==> src/rtl/rv_fetch_pkg.sv <==
// Shared fetch-stage types and constants, imported by the fetch unit, its interface and decode.
package rv_fetch_pkg;

  localparam int unsigned FETCH_ADDR_W = 8;
  localparam int unsigned FETCH_DATA_W = 32;
  localparam int unsigned PC_STEP      = 4;

  localparam logic [FETCH_ADDR_W-1:0] RESET_PC_DEFAULT = 8'h00;

  typedef enum logic [1:0] {
    IDLE  = 2'd0,
    RUN   = 2'd1,
    FAULT = 2'd2
  } fetch_state_t;

  // Instruction packet handed from fetch to decode.
  typedef struct packed {
    logic [FETCH_DATA_W-1:0] instr;
    logic [FETCH_ADDR_W-1:0] pc;
  } fetch_pkt_t;

endpackage

==> src/rtl/fetch_unit_if.sv <==
// Fetch-stage bus: instruction-memory port, control inputs and the decode handshake.
interface fetch_unit_if
  import rv_fetch_pkg::*;
#(
  parameter int unsigned ADDR_W = FETCH_ADDR_W,
  parameter int unsigned DATA_W = FETCH_DATA_W
);

  logic              fetch_en;
  logic [ADDR_W-1:0] imem_addr;
  logic [DATA_W-1:0] imem_rdata;
  logic              redirect_valid;
  logic [ADDR_W-1:0] redirect_pc;
  logic              out_valid;
  logic              out_ready;
  logic [DATA_W-1:0] out_instr;
  logic [ADDR_W-1:0] out_pc;
  logic              fault;

  // Fetch unit side.
  modport master (
    input  fetch_en, imem_rdata, redirect_valid, redirect_pc, out_ready,
    output imem_addr, out_valid, out_instr, out_pc, fault
  );

  // Environment side: memory, control and decode.
  modport slave (
    output fetch_en, imem_rdata, redirect_valid, redirect_pc, out_ready,
    input  imem_addr, out_valid, out_instr, out_pc, fault
  );

endinterface

==> src/rtl/fetch_reg.sv <==
// Valid/ready pipeline holding register with flush; reusable between pipeline stages.
module fetch_reg #(
  parameter int unsigned Width = 40
) (
  input  logic             clk_i,
  input  logic             rst_ni,
  input  logic             load_i,
  input  logic             flush_i,
  input  logic             ready_i,
  input  logic [Width-1:0] data_i,
  output logic             valid_o,
  output logic [Width-1:0] data_o
);

  logic             valid_q;
  logic [Width-1:0] data_q;

  // Flush beats load, load beats handshake drain; otherwise hold (stall keeps data stable).
  always_ff @(posedge clk_i or negedge rst_ni) begin
    if (!rst_ni) begin
      valid_q <= 1'b0;
      data_q  <= '0;
    end else if (flush_i) begin
      valid_q <= 1'b0;
    end else if (load_i) begin
      valid_q <= 1'b1;
      data_q  <= data_i;
    end else if (ready_i) begin
      valid_q <= 1'b0;
    end
  end

  assign valid_o = valid_q;
  assign data_o  = data_q;

endmodule

==> src/rtl/fetch_unit.sv <==
// Instruction-fetch stage: owns the PC, addresses the combinational instruction memory and
// hands {instr, pc} to decode. Optional misaligned-redirect trap: FETCH_MISALIGN_TRAP_EN.
module fetch_unit
  import rv_fetch_pkg::*;
#(
  parameter int unsigned       ADDR_W   = FETCH_ADDR_W,
  parameter int unsigned       DATA_W   = FETCH_DATA_W,
  parameter logic [ADDR_W-1:0] RESET_PC = RESET_PC_DEFAULT
) (
  input logic         clk,
  input logic         rst_n,
  fetch_unit_if.master bus
);

  localparam int unsigned PktW = DATA_W + ADDR_W;

  fetch_state_t      state_q;
  logic [ADDR_W-1:0] pc_q;
  logic [ADDR_W-1:0] redirect_tgt;
  logic              valid;
  logic              load;
  logic              flush;
  logic [PktW-1:0]   pkt_d;
  logic [PktW-1:0]   pkt_q;

  // Targets are word aligned; low bits are dropped (only reachable when the trap is off).
  assign redirect_tgt = {bus.redirect_pc[ADDR_W-1:2], 2'b00};

  // Redirect flushes in every state but FAULT and blocks the load in its cycle.
  assign flush = bus.redirect_valid && (state_q != FAULT);
  assign load  = (state_q == RUN) && bus.fetch_en && !bus.redirect_valid &&
                 (!valid || bus.out_ready);

`ifdef FETCH_MISALIGN_TRAP_EN
  logic fault_q;
  logic misaligned;

  assign misaligned = bus.redirect_valid && (bus.redirect_pc[1:0] != 2'b00);

  // Control FSM and PC; FAULT is sticky until reset.
  always_ff @(posedge clk or negedge rst_n) begin
    if (!rst_n) begin
      state_q <= IDLE;
      pc_q    <= RESET_PC;
      fault_q <= 1'b0;
    end else if (state_q != FAULT) begin
      if (misaligned) begin
        state_q <= FAULT;
        fault_q <= 1'b1;
      end else begin
        state_q <= bus.fetch_en ? RUN : IDLE;
        if (bus.redirect_valid) begin
          pc_q <= redirect_tgt;
        end else if (load) begin
          pc_q <= pc_q + ADDR_W'(PC_STEP);
        end
      end
    end
  end

  assign bus.fault = fault_q;
`else
  // Control FSM and PC; fetch_en alone moves between IDLE and RUN.
  always_ff @(posedge clk or negedge rst_n) begin
    if (!rst_n) begin
      state_q <= IDLE;
      pc_q    <= RESET_PC;
    end else begin
      state_q <= bus.fetch_en ? RUN : IDLE;
      if (bus.redirect_valid) begin
        pc_q <= redirect_tgt;
      end else if (load) begin
        pc_q <= pc_q + ADDR_W'(PC_STEP);
      end
    end
  end

  assign bus.fault = 1'b0;
`endif

  assign pkt_d = {bus.imem_rdata, pc_q};

  fetch_reg #(
    .Width(PktW)
  ) u_fetch_reg (
    .clk_i  (clk),
    .rst_ni (rst_n),
    .load_i (load),
    .flush_i(flush),
    .ready_i(bus.out_ready),
    .data_i (pkt_d),
    .valid_o(valid),
    .data_o (pkt_q)
  );

  assign bus.imem_addr = pc_q;
  assign bus.out_valid = valid;
  assign bus.out_instr = pkt_q[PktW-1 -: DATA_W];
  assign bus.out_pc    = pkt_q[ADDR_W-1:0];

endmodule

==> src/flat_wrapper.sv <==
// flat-port wrapper written by rule: the top's interface ports become plain ports
module fetch_unit_flat import rv_fetch_pkg::*;
#(
  parameter int unsigned       ADDR_W   = FETCH_ADDR_W,
  parameter int unsigned       DATA_W   = FETCH_DATA_W,
  parameter logic [ADDR_W-1:0] RESET_PC = RESET_PC_DEFAULT
)
  (clk, rst_n, bus_fetch_en, bus_imem_rdata, bus_redirect_valid, bus_redirect_pc, bus_out_ready, bus_imem_addr, bus_out_valid, bus_out_instr, bus_out_pc, bus_fault);
  fetch_unit_if #(.ADDR_W(ADDR_W), .DATA_W(DATA_W)) bus_i ();
  input logic clk;
  input logic rst_n;
  input wire logic [$bits(bus_i.fetch_en)-1:0] bus_fetch_en;
  input wire logic [$bits(bus_i.imem_rdata)-1:0] bus_imem_rdata;
  input wire logic [$bits(bus_i.redirect_valid)-1:0] bus_redirect_valid;
  input wire logic [$bits(bus_i.redirect_pc)-1:0] bus_redirect_pc;
  input wire logic [$bits(bus_i.out_ready)-1:0] bus_out_ready;
  output wire logic [$bits(bus_i.imem_addr)-1:0] bus_imem_addr;
  output wire logic [$bits(bus_i.out_valid)-1:0] bus_out_valid;
  output wire logic [$bits(bus_i.out_instr)-1:0] bus_out_instr;
  output wire logic [$bits(bus_i.out_pc)-1:0] bus_out_pc;
  output wire logic [$bits(bus_i.fault)-1:0] bus_fault;
  assign bus_i.fetch_en = bus_fetch_en;
  assign bus_i.imem_rdata = bus_imem_rdata;
  assign bus_i.redirect_valid = bus_redirect_valid;
  assign bus_i.redirect_pc = bus_redirect_pc;
  assign bus_i.out_ready = bus_out_ready;
  assign bus_imem_addr = bus_i.imem_addr;
  assign bus_out_valid = bus_i.out_valid;
  assign bus_out_instr = bus_i.out_instr;
  assign bus_out_pc = bus_i.out_pc;
  assign bus_fault = bus_i.fault;
  fetch_unit #(.ADDR_W(ADDR_W), .DATA_W(DATA_W), .RESET_PC(RESET_PC)) u_core (.clk(clk), .rst_n(rst_n), .bus(bus_i));
endmodule
==> config.mk <==
export PLATFORM = sky130hd
export DESIGN_NAME = fetch_unit_flat
export DESIGN_NICKNAME = d
export VERILOG_FILES = /design/src/rtl/rv_fetch_pkg.sv /design/src/rtl/fetch_unit_if.sv /design/src/rtl/fetch_reg.sv /design/src/rtl/fetch_unit.sv /design/src/flat_wrapper.sv
export SDC_FILE = /design/constraint.sdc
export NUM_CORES = 1
export LEC_CHECK = 0
export ABC_AREA = 0
export CAP_MARGIN = 15
export CORE_MARGIN = 8
export CORE_UTILIZATION = 30
export DETAILED_ROUTE_END_ITERATION = 7
export SYNTH_ARGS = -nofsm -noshare
export SYNTH_HDL_FRONTEND = slang
export SYNTH_SLANG_ARGS = --single-unit
==> constraint.sdc <==
create_clock -name clk -period 1.9 [get_ports clk]
set_input_delay 0.19 -clock clk [delete_from_list [all_inputs] [get_ports clk]]
set_output_delay 0.19 -clock clk [all_outputs]
set_load 0.05 [all_outputs]
==> results.json <==
{
  "status": "finished, final reports clean",
  "grt_max_degree": 26,
  "max_freq_mhz": 556,
  "reg2reg_slack_ns": 0.35,
  "cts_buffer_depth": 2,
  "finalNetCount": 274,
  "start_util": 0.304,
  "drive_gt1_frac": 0.240,
  "cts.sinks": 46,
  "syn_to_final_growth_pct": 51.8,
  "worst_clock_skew_ns": 0.00496,
  "wl_per_cell_um": 15.8,
  "die_w_um": 98.3,
  "syn_avg_cell_area_um2": 14.9,
  "cp_num_buf_inv": 1,
  "vdd_drop_max_mv": 0.427,
  "post_cts_buffers": 0,
  "busiest_layer": "met2",
  "vias": 1412,
  "power.leakage_nw": 1.27,
  "post-route-min-period_ns": 1.80,
  "drtIter0Drc": 33,
  "grt_pass1_vias": 1533,
  "grt_pass1_wl_um": 8000,
  "worstPathMaxFanout": 6,
  "swShare": 0.385,
  "hpwl_um": 3600,
  "h-tree-depth": 2,
  "die-area_um2": 9650,
  "crit_path_end_kind": "primary output",
  "p_int_mw": 2.16,
  "hold_viol_final": 0,
  "ys_seq_area_frac": 0.567,
  "wl_um": 4870,
  "worstSetupStartpointType": "flop",
  "fillCellCount": 627,
  "pwr-share-clk": 0.207,
  "numCtsBuffers": 5,
  "crit_path_max_incr_delay_ns": 0.85,
  "grtUsageTotal": 0.104,
  "cts_hold_buf": 1,
  "post-route-period-util": 0.947,
  "worstSkewPairLatency_ns": 0.29,
  "layout_common_cells": "clkdlybuf4s50_1 (86), dfrtp_1 (46), mux2_4 (20)",
  "place.gp.congestion": 0.777,
  "numPortBuffers": 87,
  "crit_family": "buffers and inverters",
  "crit_required_ns": 1.71,
  "grt.met1_usage": 0.121,
  "ant_nets": 0,
  "total_power_mw": 3.52,
  "fin_setup_tns_ns": 0,
  "worst-setup-path-type": "reg2out",
  "netlist-cell-type-count": 30,
  "met2_usage": 0.164,
  "mostFrequentLayoutCell": "clkdlybuf4s50_1",
  "hold_class": "in2reg",
  "grt_overflow_total": 0,
  "yosys.area.top_type": "dfrtp_1",
  "drv_slew": 0,
  "setup_violations": 0,
  "ctsResizeCount": 0,
  "combPwrFrac": 0.430,
  "synthesis.area_um2": 2030,
  "firstDrtPassIters": 4,
  "die_h_um": 98.3,
  "insertedDiodeCount": 0,
  "cpMaxStageDelayCell": "clkdlybuf4s50_1",
  "sequentialPowerShare": 0.363,
  "grtUsageMet3": 0.0555,
  "cts_tree": "yes",
  "synth_seq_cells": 46,
  "rsz0062_at_grt": "no",
  "max-slew-margin-rel": 0.641,
  "ios": 95,
  "drc": 0,
  "ys_warn_count": 0,
  "rows": 30,
  "multi_input_area_um2": 762,
  "switchingPower_mw": 1.35,
  "cp.arrival_ns": 1.61,
  "drv_cap": 0,
  "coreArea_um2": 6680,
  "tightest_slew_ns": 0.538,
  "synth.top_cell.area_share": 0.567,
  "worstPathCellList": "clkdlybuf4s50_1",
  "path_clk_slew_ns": 0.09,
  "synth_area_leaders": "dfrtp_1 (57%), mux2_4 (15%), mux2_2 (10%)",
  "antenna_found_initial": 0,
  "powerDensity_nw_per_um2": 1140,
  "via_per_inst": 4.57,
  "final-seq-area_um2": 1150,
  "cts-root-buf": "clkbuf_8",
  "synth_cells": 136
}
area by class of cell:
type,count,share of cell area
Clock inverter,2,0.0122
Sequential cell,46,0.374
Tap cell,80,0.0325
Inverter,2,0.00244
Multi-Input combinational cell,80,0.247
Clock buffer,6,0.0235
Timing Repair Buffer,93,0.309
kinds of logic (layout without fill, tap and decap cells):
kind of cell / count (synthesis) / after routing / share of synthesized area
other: 1 / 5 / 0.00185
flip-flops: 46 / 46 / 0.567
multiplexers: 38 / 38 / 0.248
AO/OA/AOI/OAI: 13 / 13 / 0.0444
buffers and inverters: 14 / 103 / 0.0647
AND/OR/NAND/NOR: 23 / 23 / 0.0678
adder cells (fa/ha/maj): 1 / 1 / 0.00616
synthesized netlist by cell type:
| master | number |
|---|---|
| or2_2 | 2 |
| inv_1 | 2 |
| o311ai_1 | 1 |
| nor2_1 | 4 |
| a22oi_1 | 1 |
| nand3_1 | 4 |
| mux2_4 | 20 |
| nand2_1 | 4 |
| nor2b_1 | 1 |
| or3_1 | 2 |
| dfrtp_1 | 46 |
| mux2_2 | 18 |
| or4_1 | 1 |
| nand4_1 | 1 |
| a21oi_1 | 1 |
| buf_12 | 2 |
| buf_6 | 3 |
| o21ai_0 | 2 |
| a31oi_1 | 3 |
| nor2b_4 | 1 |
| ha_1 | 1 |
| and2_1 | 1 |
| o211ai_1 | 1 |
| conb_1 | 1 |
| buf_4 | 6 |
| nor3_4 | 1 |
| o311ai_0 | 2 |
| buf_2 | 1 |
| nand2b_1 | 1 |
| o31ai_1 | 2 |
sequential cells by signal, indices dropped and copies added (netlist names):
| register | count |
|---|---|
| u_core.u_fetch_reg.data_o | 38 |
| u_core.bus.imem_addr | 6 |
| u_core.state_q | 1 |
| u_core.u_fetch_reg.valid_o | 1 |
final timing paths:
| kind | start | endpoint | depth (start not counted) |
|---|---|---|---|
| worst max-delay path | u_core.bus.imem_addr[4]$_DFFE_PN0P_ | bus_imem_addr[4] | 1 |
| worst min-delay path | bus_fetch_en | u_core.state_q[0]$_DFF_PN0_ | 1 |
| worst max register to register | u_core.u_fetch_reg.valid_o$_DFFE_PN0P_ | u_core.u_fetch_reg.data_o[31]$_DFFE_PN0P_ | 4 |
| worst min register to register | u_core.u_fetch_reg.data_o[13]$_DFFE_PN0P_ | u_core.u_fetch_reg.data_o[13]$_DFFE_PN0P_ | 1 |
| max in group asynchronous | rst_n | u_core.u_fetch_reg.data_o[11]$_DFFE_PN0P_ | 3 |
| min in group asynchronous | rst_n | u_core.u_fetch_reg.valid_o$_DFFE_PN0P_ | 2 |
power groups by stage:
stage	Clock [mW]	Combinational [mW]	Sequential, mW
after floorplan	0	0.315	1.96
after global placement	0	1.53	1.29
after detailed placement	0	1.53	1.30
after CTS	0.754	1.53	1.28
after global routing	0.795	1.58	1.31
final	0.727	1.51	1.28
metrics by stage:
step	cells	hold slack, ns	instance area, µm²	utilization	setup WS (ns)
5_1_grt	309	0.389	3080	0.461	0.0149
2_1_floorplan	140	-0.106	2040	-	0.119
3_3_place_gp	300	0.205	2960	0.443	0.110
3_5_place_dp	300	0.212	2960	0.443	0.0918
4_1_cts	309	0.377	3080	0.461	0.0818
6_report	309	0.385	3080	0.461	0.101
metal layers:
layer / routed length [µm] / up-vias
li1: - / 653
met1: 2050 / 703
met2: 2310 / 51
met3: 464 / 5
met4: 51 / 0
met5: 0 / -
No activity file was read; power rests on OpenSTA's default activity.
